==> config.mk <==
export PLATFORM = sky130hd
export DESIGN_NAME = logic_op_unit
export DESIGN_NICKNAME = d
export VERILOG_FILES = /design/src/rtl/logic_op_pkg.sv /design/src/rtl/logic_op_outreg.sv /design/src/rtl/logic_op_unit.sv
export SDC_FILE = /design/constraint.sdc
export NUM_CORES = 1
export LEC_CHECK = 0
export ABC_AREA = 1
export BUFFER_PORTS_ARGS = -buffer_cell sky130_fd_sc_hd__buf_2
export CORE_UTILIZATION = 55
export CTS_CLUSTER_DIAMETER = 200
export DETAILED_ROUTE_END_ITERATION = 10
export PLACE_DENSITY_LB_ADDON = 0.05
export SLEW_MARGIN = 20
export SYNTH_ARGS = -nofsm -noshare
export SYNTH_HDL_FRONTEND = slang
export SYNTH_SLANG_ARGS = --single-unit
==> constraint.sdc <==
create_clock -name clk -period 1.75 [get_ports clk]
set_input_delay 0.175 -clock clk [delete_from_list [all_inputs] [get_ports clk]]
set_output_delay 0.175 -clock clk [all_outputs]
set_load 0.05 [all_outputs]
==> src/rtl/logic_op_pkg.sv <==
// Shared definitions for the logic-op datapath blocks: op encodings,
// accumulator state type and the bitwise op helper.
package logic_op_pkg;

    localparam logic [1:0] OP_AND  = 2'b00;
    localparam logic [1:0] OP_OR   = 2'b01;
    localparam logic [1:0] OP_XOR  = 2'b10;
    localparam logic [1:0] OP_NAND = 2'b11;

    typedef enum logic {
        StIdle,
        StOpen
    } acc_state_e;

    // All ops are bitwise, so a per-lane function serves any width: callers apply
    // it to each bit position of their WIDTH-bit operands.
    function automatic logic apply_op(input logic [1:0] op, input logic a, input logic b);
        logic r;
        r = 1'b0;
        case (op)
            OP_AND:  r = a & b;
            OP_OR:   r = a | b;
            OP_XOR:  r = a ^ b;
            OP_NAND: r = ~(a & b);
            default: r = 1'b0;
        endcase
        return r;
    endfunction

endpackage

==> src/rtl/logic_op_outreg.sv <==
// Output register stage with valid/ready handshake. Holds its payload stable
// while the consumer stalls and reports upstream when it can take a new word.
module logic_op_outreg
    import logic_op_pkg::*;
#(
    parameter int unsigned DATA_W = 8
) (
    input  logic              clk,
    input  logic              rst,
    input  logic              i_valid,
    output logic              o_ready,
    input  logic [DATA_W-1:0] i_data,
    output logic              o_valid,
    input  logic              i_ready,
    output logic [DATA_W-1:0] o_data
);

    logic              r_valid;
    logic [DATA_W-1:0] r_data;

    // Stage can load when empty or when its current word leaves this cycle
    assign o_ready = !r_valid | i_ready;
    assign o_valid = r_valid;
    assign o_data  = r_data;

    // Output register: load on upstream transfer, drop valid once consumed
    always_ff @(posedge clk or posedge rst) begin
        if (rst) begin
            r_valid <= 1'b0;
            r_data  <= '0;
        end else if (o_ready) begin
            r_valid <= i_valid;
            if (i_valid) begin
                r_data <= i_data;
            end
        end
    end

endmodule

==> src/rtl/logic_op_unit.sv <==
// Pipelined bitwise op unit (AND/OR/XOR/NAND) with an accumulate mode that
// folds a multi-beat packet into one result plus a saturating beat count.
module logic_op_unit
    import logic_op_pkg::*;
#(
    parameter int unsigned WIDTH = 4,
    parameter int unsigned CNT_W = 4
) (
    input  logic             clk,
    input  logic             rst,
    input  logic             inValid,
    output logic             inReady,
    input  logic [WIDTH-1:0] aIn,
    input  logic [WIDTH-1:0] bIn,
    input  logic [1:0]       opSel,
    input  logic             accMode,
    input  logic             inLast,
    output logic             outValid,
    input  logic             outReady,
    output logic [WIDTH-1:0] out,
    output logic [CNT_W-1:0] outCount,
    output logic             outOvf
);

    localparam logic [CNT_W-1:0] CNT_MAX = '1;
    localparam int unsigned      BUS_W   = WIDTH + CNT_W + 1;

    acc_state_e       r_state;
    logic [WIDTH-1:0] r_acc;
    logic [CNT_W-1:0] r_beat_cnt;
    logic             r_ovf;

    logic             r_s1_valid;
    logic [WIDTH-1:0] r_s1_data;
    logic [CNT_W-1:0] r_s1_cnt;
    logic             r_s1_ovf;

    logic             w_s1_adv;
    logic             w_accept;
    logic             w_chain;
    logic [WIDTH-1:0] w_x;
    logic [WIDTH-1:0] w_y;
    logic [WIDTH-1:0] w_res;
    logic [CNT_W-1:0] w_cnt_next;
    logic             w_ovf_next;
    logic [BUS_W-1:0] w_out_bus;

    assign inReady  = !r_s1_valid | w_s1_adv;
    assign w_accept = inValid & inReady;

    // Operand selection, op evaluation and beat-count update for the presented beat
    always_comb begin
        w_chain = accMode & (r_state == StOpen);
        // Continuing a packet folds the new A into the accumulator; B is ignored
        w_x     = w_chain ? r_acc : aIn;
        w_y     = w_chain ? aIn : bIn;
        w_res   = '0;
        for (int i = 0; i < int'(WIDTH); i++) begin
            w_res[i] = apply_op(opSel, w_x[i], w_y[i]);
        end
        if (!w_chain) begin
            w_cnt_next = CNT_W'(1);
            w_ovf_next = 1'b0;
        end else if (r_beat_cnt == CNT_MAX) begin
            w_cnt_next = CNT_MAX;
            w_ovf_next = 1'b1;
        end else begin
            w_cnt_next = r_beat_cnt + CNT_W'(1);
            w_ovf_next = r_ovf;
        end
    end

    // Stage s1 and accumulator state machine, updated only on accept
    always_ff @(posedge clk or posedge rst) begin
        if (rst) begin
            r_state    <= StIdle;
            r_acc      <= '0;
            r_beat_cnt <= '0;
            r_ovf      <= 1'b0;
            r_s1_valid <= 1'b0;
            r_s1_data  <= '0;
            r_s1_cnt   <= '0;
            r_s1_ovf   <= 1'b0;
        end else begin
            if (w_s1_adv) begin
                r_s1_valid <= 1'b0;
            end
            if (w_accept) begin
                if (!accMode || inLast) begin
                    r_s1_valid <= 1'b1;
                    r_s1_data  <= w_res;
                    r_s1_cnt   <= w_cnt_next;
                    r_s1_ovf   <= w_ovf_next;
                end
                if (accMode) begin
                    if (inLast) begin
                        r_state    <= StIdle;
                        r_acc      <= '0;
                        r_beat_cnt <= '0;
                        r_ovf      <= 1'b0;
                    end else begin
                        r_state    <= StOpen;
                        r_acc      <= w_res;
                        r_beat_cnt <= w_cnt_next;
                        r_ovf      <= w_ovf_next;
                    end
                end
            end
        end
    end

    logic_op_outreg #(
        .DATA_W (BUS_W)
    ) u_outreg (
        .clk     (clk),
        .rst     (rst),
        .i_valid (r_s1_valid),
        .o_ready (w_s1_adv),
        .i_data  ({r_s1_data, r_s1_cnt, r_s1_ovf}),
        .o_valid (outValid),
        .i_ready (outReady),
        .o_data  (w_out_bus)
    );

    assign {out, outCount, outOvf} = w_out_bus;

endmodule

; ---- Word-level counts from Yosys, hierarchy flattened
; Index checks and enable logic that the tools add are counted.
[op_classes]
mux = 17
bitwise = 20
addsub = 1
eq_ne = 4
n_reduce_logical = 8
[op_table]
columns = op, count
row1 = 4-bit 2-to-1 mux, 6
row2 = 1-bit one-hot mux with 4 select lines, 4
row3 = 1-bit 2-to-1 mux, 7
row4 = 1-bit bitwise AND, 6
row5 = 1-bit OR, 6
row6 = 2-bit AND reduction, 3
row7 = "4-bit by 1-bit adder with 4-bit output, second input constant", 1
row8 = "2-bit equality test, second input constant", 2
row9 = "4-bit equality test, second input constant", 1
row10 = 1-bit inverter, 4
row11 = 1-bit XOR, 4
row12 = 1-bit zero test, 3
row13 = "2-bit by 1-bit equality test with 1-bit output, second input constant", 1
row14 = 2-bit zero test, 1
row15 = 1-bit logical OR, 1
[word_totals]
out_inout_bits = 11
inputBits = 16
elab_cells = 60
ff_bits = 30

; ---- Longest topological paths before layout
; Gate-level depths: netlist of run 1.
[depth]
word_depth = 6
mapped_depth = 12

; ---- Hierarchy
; Synthesis of run 1 repeated with hierarchy kept, for this count alone.
[unflattened]
hier_cells = 221
area_unflattened_um2 = 1750.4
[modules_own_cells]
columns = mod, area_each_um2, n_inst, seq_area_each_um2, cells_each
row1 = logic_op_unit, 1282.5, 1, 500.5, 177
row2 = logic_op_outreg, 467.9, 1, 250.2, 44

; ---- Worst setup path after synthesis of run 1
; No wires, ideal clock.
[synth_timing]
kind = register to register
from = reg u_outreg.r_valid (netlist: u_outreg.o_valid)
to = reg r_s1_cnt[0]
path_slack_ns = 0.237
stages_incl_launch_ff = 7
path_buffers = 0
required_time_ns = 1.673
t_arrival_ns = 1.436
period_less_slack_ns = 1.513
path_cell_list = dfrtp_1 > nand3_4 > nand2_4 > inv_4 > nand2_2 > nand2_1 > o21ai_1
[synth_between]
elab_chain_cells = 5
[synth_rtl]
columns = element, line
row1 = "start, declared", logic_op_outreg.sv:18  ; logic r_valid;
row2 = "start signal, assigned", logic_op_outreg.sv:32  ; r_valid <= i_valid;
row3 = 1-bit zero test, logic_op_outreg.sv:22  ; assign o_ready = !r_valid | i_ready;
row4 = 1-bit OR, logic_op_outreg.sv:22
row5 = 1-bit OR, logic_op_unit.sv:48  ; assign inReady = !r_s1_valid | w_s1_adv;
row6 = named net inReady, logic_op_unit.sv:12  ; output logic inReady,
row7 = 1-bit bitwise AND, logic_op_unit.sv:49  ; assign w_accept = inValid & inReady;
row8 = 2-bit AND reduction (no line), -
row9 = "end signal, assigned", logic_op_unit.sv:92  ; r_s1_cnt <= w_cnt_next;
row10 = "end, declared", logic_op_unit.sv:35  ; logic [CNT_W-1:0] r_s1_cnt;
; The timed path passes the listed nets, and every way through them passes these cells.
; A chain may end at the register's enable or synchronous reset.

; ---- Worst setup path in the final report of run 1
[layout_timing]
from = reg r_state
to = reg r_s1_data[1]
[layout_between]
elab_chain_cells = 5
[layout_rtl]
columns = element, line
row1 = "start, declared", logic_op_unit.sv:28  ; acc_state_e r_state;
row2 = "start signal, assigned", logic_op_unit.sv:76  ; r_state <= StIdle;
row3 = "start signal, assigned", logic_op_unit.sv:97  ; r_state <= StIdle;
row4 = "start signal, assigned", logic_op_unit.sv:102  ; r_state <= StOpen;
row5 = 1-bit bitwise AND (*), logic_op_unit.sv:53  ; w_chain = accMode & (r_state == StOpen);
row6 = 4-bit 2-to-1 mux (on tied branches), "logic_op_unit.sv:55, logic_op_unit.sv:56"
row7 = 1-bit bitwise AND, "logic_op_pkg.sv:21, logic_op_pkg.sv:24"
row8 = 1-bit inverter, logic_op_pkg.sv:24  ; OP_NAND: r = ~(a & b);
row9 = 1-bit one-hot mux with 4 select lines (*), logic_op_pkg.sv:20  ; case (op)
row10 = "end signal, assigned", logic_op_unit.sv:91  ; r_s1_data <= w_res;
row11 = "end, declared", logic_op_unit.sv:34  ; logic [WIDTH-1:0] r_s1_data;
; Every way passes the cells marked *; elsewhere a longest branch is shown, timed or not.

==> results.sh, run 1 <==
export IMPL_status="finished with violations"
export IMPL_violations="DRC"
export IMPL_final_area_um2=1880
export IMPL_finalClockSkew_ns=0.00649
export IMPL_gr_total_overflow=0
export IMPL_wirelength_um=3100
export IMPL_min_delay_start="outReady"
export IMPL_synthCells=211
export IMPL_ff2ff_setup_slack_ns=0.16
export IMPL_relSlewSlack_pct=75.4
export IMPL_clkTransAtPathRegs_ns=0.09
export IMPL_crit_arrival_ns=1.80
export IMPL_path_max_fanout=17
export IMPL_grt_pass1_vias=1337
export IMPL_yosysSeqAreaShare_pct=45.4
export IMPL_fin_tns_setup_ns=0
export IMPL_die_h_um=56.8
export IMPL_ys_ff_latch=30
export IMPL_fmax_ghz=0.629
export IMPL_gp_congestion=0.833
export IMPL_core_area_um2=2810
export IMPL_syn_num_nets=236
export IMPL_dpl_hpwl_um=2380
export IMPL_floorplan_initialDensity_pct=58.9
export IMPL_clk_path_buf_depth=2
export IMPL_numCtsBuffers=5
export IMPL_routed_via_density=5.07
export IMPL_postCtsSetupBuffers=0
export IMPL_synth_top_cell_area_share_pct=45.4
export IMPL_min_period_over_period_pct=90.8
export IMPL_rows=19
export IMPL_grt_pass1_wl_um=5640
export IMPL_setup_viol=0
export IMPL_drv_cap=0
export IMPL_rsz0062_at_grt="no"
export IMPL_die_w_um=56.8
export IMPL_cts_tree="yes"
export IMPL_dpl_cell_area_um2=1800
export IMPL_synthDistinctLibCells=20
export IMPL_port_buffers=26
export IMPL_synth_area_um2=1650
export IMPL_drive_above_1_share_pct=19.0
export IMPL_maxSlewViolCount=0
export IMPL_synth_area_leader_cell="dfrtp_1"
export IMPL_r2r_start="r_state"
export IMPL_cts_htree_levels=2
export IMPL_leakage_nw=1.07
export IMPL_antenna_found_initial=0
export IMPL_syn2layout_area_growth_pct=13.6
export IMPL_hold_depth=4
export IMPL_ios=27
export IMPL_via_count=1383
export IMPL_worst_slew_pin_transition_ns=0.369
export IMPL_timing_final_crit_period_ns=1.59
export IMPL_setup_worst_path_end_class="register"
export IMPL_cp_startpoint="r_state"
export IMPL_clockRootBuffer="clkbuf_4"
export IMPL_clock_latency_ns=0.32
export IMPL_fin_ws_ns=0.161
export IMPL_min_to="r_s1_valid"
export IMPL_diodes=0
export IMPL_clock_sinks=30
export IMPL_cp_required_ns=1.97
export IMPL_cellPowerDensity_nw_per_um2=997
export IMPL_syn_avg_cell_area_um2=7.83
export IMPL_place_ws_ns=0.0194
export IMPL_hold_path_class="primary input to register"
export IMPL_synth_warnings=0
export IMPL_drtIter0Drc=82
export IMPL_fillers=248
export IMPL_peakVddDrop_mv=0.542
export IMPL_wl_per_cell_um=11.4
export IMPL_crit_type="register to register"
export IMPL_netlist_top_cells_area="dfrtp_1, nand2_1, ha_1"
export IMPL_route_detailed_drc=4
export IMPL_layout_nets=266
export IMPL_reg2reg_to="r_s1_data[1]"
export IMPL_first_pass_iters=7
export IMPL_start_kind="register"
export IMPL_grt_max_degree=31
export IMPL_drtAntennaViolNets=0
export IMPL_track_usage_pct=22.8
export IMPL_design_die_area_um2=3230
export IMPL_final_hold_viol_count=0
export IMPL_r2r_cells=10
==> cells by family after synthesis <==
kind of cell | synth area share (%)
buf+inv | 8.93
compound gates | 6.81
flops | 45.4
simple gates | 32.0
fa+ha+maj | 6.81
==> how the worst max path moves through the flow <==
stage               slack [ns]  cells after the start      endpoint
floorplan                 0.24                      6   r_s1_cnt[0]
global placement          0.08                     10  r_s1_data[1]
detailed placement        0.02                     10      r_acc[3]
CTS                       0.01                      8      r_acc[2]
global route            0.0007                     11  r_s1_data[0]
finish                    0.16                     10  r_s1_data[1]
==> per-layer routing <==
layer	track usage (%)	share of wire, %	vias up
li1	-	-	721
met1	28.9	48	623
met2	38.4	46	34
met3	5.53	4.3	5
met4	6.97	1.5	0
met5	0	0	-
==> synth_stat cells (all sizes together) <==
cell	instances
nand4	2
nand3	22
ha	9
dfrtp	30
inv	29
buf	6
o21ai	19
o211ai	1
nand2	82
a21oi	2
nand3b	4
nor2	5
==> flip-flops by register name, summed over array words and instances (netlist names) <==
signal	count
r_s1_ovf	1
r_s1_valid	1
r_beat_cnt	4
r_s1_cnt	4
u_outreg.o_valid	1
r_acc	4
r_s1_data	4
r_ovf	1
r_state	1
u_outreg.o_data	9
==> layout by cell type (no fill, tap or decap), drive strengths merged <==
master / instances
nand4: 2
inv: 29
a21oi: 2
buf: 28
clkbuf: 7
ha: 9
nand2: 82
dlygate4sd3: 1
clkinv: 1
o211ai: 1
o21ai: 19
nand3: 22
nor2: 5
dfrtp: 30
nand3b: 4
==> report_power, final <==
part	internal (mW)	switching [mW]
registers	0.797	0.0714
logic	0.161	0.410
clock network	0.195	0.238
==> critical path, cell delays in order (launching register included) <==
cell and delay [ns]:
dfrtp_1 0.40, nand2_4 0.12, o21ai_0 0.24, inv_1 0.07, ha_1 0.20, inv_1 0.06
nand2_1 0.04, o21ai_0 0.07, nand3_1 0.12, nand2_1 0.09, nand2_1 0.06
==> what timing repair did <==
item,4_1_cts,5_1_grt
hold buffers,1,0
gates resized for setup,0,6
endpoints found under the hold margin,30,0
setup endpoints to repair,0,8
==> through the flow <==
step,util (%),hold slack [ns],total power [mW],std cells
floorplan,-,0.266,1.32,211
global placement,64.2,0.256,1.43,264
detailed placement,64.2,0.265,1.45,264
CTS,66.7,0.145,1.88,273
global route,66.9,0.180,2.00,273
finish,66.9,0.151,1.87,273
==> layout make-up <==
| cell class | instances | area (µm²) | share of cell area, % |
|---|---|---|---|
| well taps | 31 | 38.8 | 2.07 |
| clock inverters | 1 | 5.00 | 0.266 |
| inverters | 29 | 111 | 5.93 |
| multi-input cells | 146 | 762 | 40.6 |
| clock buffers | 7 | 55.1 | 2.93 |
| repair buffers | 29 | 155 | 8.26 |
| flip-flops and latches | 30 | 751 | 40.0 |
Power figures use the tool's default switching activity.
==> run 2, diff against run 1 <==
Settings changed: CORE_UTILIZATION 55 to 58, CTS_BUF_LIST set to sky130_fd_sc_hd__clkbuf_2 sky130_fd_sc_hd__clkbuf_4 sky130_fd_sc_hd__clkbuf_8.
==> results.sh, run 2 (synthesis results as in run 1) <==
export IMPL_design_die_area_um2=3070
export IMPL_min_to="r_s1_valid"
export IMPL_clock_sinks=30
export IMPL_min_delay_start="outReady"
export IMPL_finalClockSkew_ns=0.00644
export IMPL_clockRootBuffer="clkbuf_4"
export IMPL_gp_congestion=0.909
export IMPL_hold_path_class="primary input to register"
export IMPL_critical_path_max_stage_delay_ns=0.39
export IMPL_largest_reg_flops=9
export IMPL_cts_htree_levels=2
export IMPL_grt_max_degree=31
export IMPL_syn2layout_area_growth_pct=13.8
export IMPL_final_area_um2=1880
export IMPL_drive_above_1_share_pct=19.4
export IMPL_track_usage_pct=23.7
export IMPL_timing_final_crit_period_ns=1.58
export IMPL_die_h_um=55.4
export IMPL_r2r_cells=10
export IMPL_clkTransAtPathRegs_ns=0.10
export IMPL_floorplan_initialDensity_pct=63.8
export IMPL_cp_required_ns=1.98
export IMPL_path_max_fanout=17
export IMPL_diodes=0
export IMPL_drv_cap=0
export IMPL_setup_worst_path_end_class="register"
export IMPL_cpMostUsedCell="nand2_1"
export IMPL_clk_path_buf_depth=2
export IMPL_dpl_cell_area_um2=1800
export IMPL_core_area_um2=2590
export IMPL_grt_pass1_vias=1332
export IMPL_cts_tree="yes"
export IMPL_status="finished clean"
export IMPL_crit_chain="nand2_4, o21ai_0, inv_1, ha_1, inv_1, nand2_1, o21ai_0, nand3_1, nand2_1, nand2_1"
export IMPL_wirelength_um=3080
export IMPL_via_count=1383
export IMPL_final_common_cell="nand2_1"
export IMPL_postCtsSetupBuffers=0
export IMPL_antenna_found_initial=0
export IMPL_r2r_start="r_state"
export IMPL_ios=27
export IMPL_crit_type="register to register"
export IMPL_layout_nets=266
export IMPL_power_total_mw=1.88
export IMPL_rsz0062_at_grt="no"
export IMPL_cellPowerDensity_nw_per_um2=999
export IMPL_min_period_over_period_pct=90.5
export IMPL_route_detailed_drc=0
export IMPL_die_w_um=55.4
export IMPL_ff2ff_setup_slack_ns=0.17
export IMPL_routed_via_density=5.08
export IMPL_critical_path_slowest_cell="dfrtp_1"
export IMPL_wl_per_cell_um=11.3
export IMPL_maxSlewViolCount=0
export IMPL_reg2reg_to="r_acc[3]"
export IMPL_drtAntennaViolNets=0
export IMPL_peakVddDrop_mv=0.795
export IMPL_grt_pass1_wl_um=5720
export IMPL_first_pass_iters=4
export IMPL_start_kind="register"
export IMPL_leakage_nw=1.07
export IMPL_most_common_layout_cells="nand2_1, dfrtp_1, inv_1, buf_2, nand3_1"
export IMPL_fmax_ghz=0.632
export IMPL_gr_total_overflow=0
export IMPL_numCtsBuffers=5
export IMPL_port_buffers=26
export IMPL_drtIter0Drc=37
export IMPL_rows=18
export IMPL_clock_latency_ns=0.33
export IMPL_relSlewSlack_pct=75.8
export IMPL_dpl_hpwl_um=2310
export IMPL_setup_viol=0
export IMPL_hold_depth=4
export IMPL_final_hold_viol_count=0
export IMPL_worst_slew_pin_transition_ns=0.362
export IMPL_crit_arrival_ns=1.82
run 2: cell types whose count changed in the layout (fill, tap and decap cells not counted), sizes merged:
cell,delta
clkinvlp,+1
clkbuf,-1
run 2: per-layer routing:
| metal | GRT usage (%) | vias up | share of wire, % |
|---|---|---|---|
| met5 | 0 | - | 0 |
| met3 | 5.62 | 7 | 5.2 |
| met1 | 31.4 | 612 | 48 |
| li1 | - | 724 | - |
| met2 | 37.9 | 40 | 45 |
| met4 | 8.57 | 0 | 2.1 |
run 2: report_power, final:
part           total, mW  leakage [nW]  internal [mW]  switching, mW
clock              0.440        0.0343          0.193          0.247
sequential         0.866         0.391          0.797         0.0697
combinational      0.574         0.647          0.161          0.412
run 2: worst max-delay path by stage:
stage                          start      endpoint
global route                 r_state      r_acc[1]
floorplan           u_outreg.o_valid   r_s1_cnt[0]
detailed placement           r_state      r_acc[1]
finish                       r_state      r_acc[3]
CTS                          r_state      r_acc[1]
global placement             r_state  r_s1_data[2]
run 2: critical path, delay by kind of cell (launching register included):
kind | cells | cell delay, ns
simple gates | 5 | 0.42
flops | 1 | 0.39
compound gates | 2 | 0.33
fa+ha+maj | 1 | 0.20
buf+inv | 2 | 0.14
run 2: timing repair:
item / CTS / global route
endpoints found under the setup margin: 3 / 6
hold endpoints to repair: 30 / 0
gates resized for setup: 1 / 3
hold buffers: 1 / 0
pin swaps: 0 / 0
run 2: through the flow:
stage	hold WS (ns)	instances	setup TNS, ns	utilization (%)	worst slack [ns]
detailed placement	0.267	263	-0.0397	69.5	-0.0284
floorplan	0.266	211	0	-	0.237
global route	0.156	272	0	72.6	0.0181
CTS	0.128	272	0	72.4	0.102
global placement	0.253	263	0	69.5	0.0953
finish	0.140	272	0	72.6	0.167
run 2: area by class of cell:
type	count	area, µm²
Clock buffer	6	51.3
Clock inverter	2	12.5
Fill cell	209	709
Inverter	29	111
Multi-Input combinational cell	146	762
Sequential cell	30	751
Tap cell	30	37.5
Timing Repair Buffer	29	155
==> run 3, diff against run 2 <==
Settings changed: CELL_PAD_IN_SITES_DETAIL_PLACEMENT set to 1, CELL_PAD_IN_SITES_GLOBAL_PLACEMENT set to 1, CORE_UTILIZATION 58 to 42.
==> results.sh, run 3 (synthesis results as in run 1) <==
export IMPL_status="finished clean"
export IMPL_final_hold_viol_count=0
export IMPL_maxSlewViolCount=0
export IMPL_wirelength_um=4270
export IMPL_floorplan_initialDensity_pct=44.5
export IMPL_min_period_over_period_pct=94.2
export IMPL_rows=22
export IMPL_multi_input_area_um2=771
export IMPL_peakVddDrop_mv=0.432
export IMPL_final_area_um2=1990
export IMPL_setup_worst_path_end_class="register"
export IMPL_gp_congestion=0.808
export IMPL_hold_path_class="primary input to register"
export IMPL_cts_tree="yes"
export IMPL_layout_nets=268
export IMPL_relSlewSlack_pct=74.2
export IMPL_route_detailed_drc=0
export IMPL_timing_final_crit_period_ns=1.65
export IMPL_cellPowerDensity_nw_per_um2=1060
export IMPL_holdWs_ns=0.203
export IMPL_cp_required_ns=1.98
export IMPL_final_util_pct=53.5
export IMPL_p_switching_uw=807
export IMPL_swShare_pct=38.3
export IMPL_die_w_um=64.7
export IMPL_p_seq_share_pct=41.6
export IMPL_port_buffers=26
export IMPL_final_cells=292
export IMPL_start_kind="register"
export IMPL_gr_total_overflow=0
export IMPL_drive_above_1_share_pct=21.7
export IMPL_clock_sinks=30
export IMPL_dpl_cell_area_um2=1830
export IMPL_clockRootBuffer="clkbuf_8"
export IMPL_dpl_hpwl_um=3050
export IMPL_worst_slew_pin_transition_ns=0.387
export IMPL_die_h_um=64.7
export IMPL_p_comb_share_pct=29.7
export IMPL_via_count=1473
export IMPL_drv_cap=0
export IMPL_routed_via_density=5.04
export IMPL_path_max_fanout=10
export IMPL_fin_tns_setup_ns=0
export IMPL_place_inst=281
export IMPL_drtIter0Drc=49
export IMPL_grt_max_degree=31
export IMPL_numCtsBuffers=5
export IMPL_grt_pass1_vias=1594
export IMPL_most_common_layout_cells="nand2_1, dfrtp_1, inv_1, buf_2, nand3_1"
export IMPL_design_die_area_um2=4190
export IMPL_ios=27
export IMPL_rsz0062_at_grt="yes"
export IMPL_wl_per_cell_um=14.6
export IMPL_clk_path_buf_depth=2
export IMPL_crit_arrival_ns=1.88
export IMPL_grt_pass1_wl_um=7260
export IMPL_setup_viol=0
export IMPL_cts_htree_levels=2
export IMPL_final_common_cell="nand2_1"
export IMPL_largest_reg_flops=9
export IMPL_crit_type="register to register"
export IMPL_fillers=480
export IMPL_fmax_ghz=0.606
export IMPL_leakage_nw=1.11
export IMPL_p_int_mw=1.30
export IMPL_ff_latch_area_um2=751
export IMPL_core_area_um2=3720
export IMPL_finalClockSkew_ns=0.00772
export IMPL_clkTransAtPathRegs_ns=0.07
export IMPL_drtAntennaViolNets=0
export IMPL_track_usage_pct=23.3
export IMPL_p_clk_share_pct=28.8
export IMPL_antenna_found_initial=0
export IMPL_clock_latency_ns=0.29
export IMPL_first_pass_iters=4
export IMPL_syn2layout_area_growth_pct=20.3
export IMPL_diodes=0
## run 3: worst paths after layout
kind                                         start                  to  slack, ns  depth (start not counted)
worst max-delay path                       r_state        r_s1_data[2]       0.10                         10
worst min-delay path                      outReady          r_s1_valid       0.20                          4
worst max register to register             r_state        r_s1_data[2]       0.10                         10
worst min register to register  u_outreg.o_data[8]  u_outreg.o_data[8]       0.47                          2
max in group asynchronous                      rst  u_outreg.o_data[8]       0.96                          4
min in group asynchronous                      rst  u_outreg.o_data[3]       0.51                          4
## run 3: final cells by class
class,instances,share of cell area [%]
inverter,29,5.60
timing repair buffer,31,10.1
multi-input combinational,146,38.8
clock buffer,6,4.15
clock inverter,2,0.629
tap,48,3.02
sequential,30,37.8
## run 3: repair_timing
item | in CTS | in global routing
hold buffers | 1 | 0
buffers inserted | 0 | 1
endpoints found under the setup margin | 0 | 8
gates resized for setup | 0 | 12
endpoints found under the hold margin | 30 | 0
## run 3: metal layers
layer,GRT usage [%],up-vias,wire length (µm)
li1,-,726,-
met1,28.0,711,1900
met2,40.1,31,2150
met3,4.93,5,151
met4,9.17,0,70
met5,0,-,0
## run 3: power by group through the flow
stage          registers [mW]  logic (mW)  clock network [mW]
2_1_floorplan            1.04       0.281                   0
3_3_place_gp            0.876       0.569                   0
3_5_place_dp            0.884       0.596                   0
4_1_cts                 0.873       0.601               0.617
5_1_grt                 0.889       0.689               0.655
6_report                0.876       0.625               0.606
## run 3: worst max-delay path, stage by stage (launching register included)
cell       delay, ns
dfrtp_1         0.38
nand2_2         0.11
clkbuf_16       0.18
o21ai_0         0.25
inv_1           0.08
ha_1            0.23
inv_1           0.07
nand3_1         0.07
nand4_1         0.12
nand2_1         0.06
nand2_1         0.06
## run 3: metrics by stage
stage,total power [mW],worst slack (ns)
6_report,2.11,0.101
5_1_grt,2.23,-0.0597
4_1_cts,2.09,0.0182
3_5_place_dp,1.48,0.0579
3_3_place_gp,1.45,0.178
2_1_floorplan,1.32,0.237
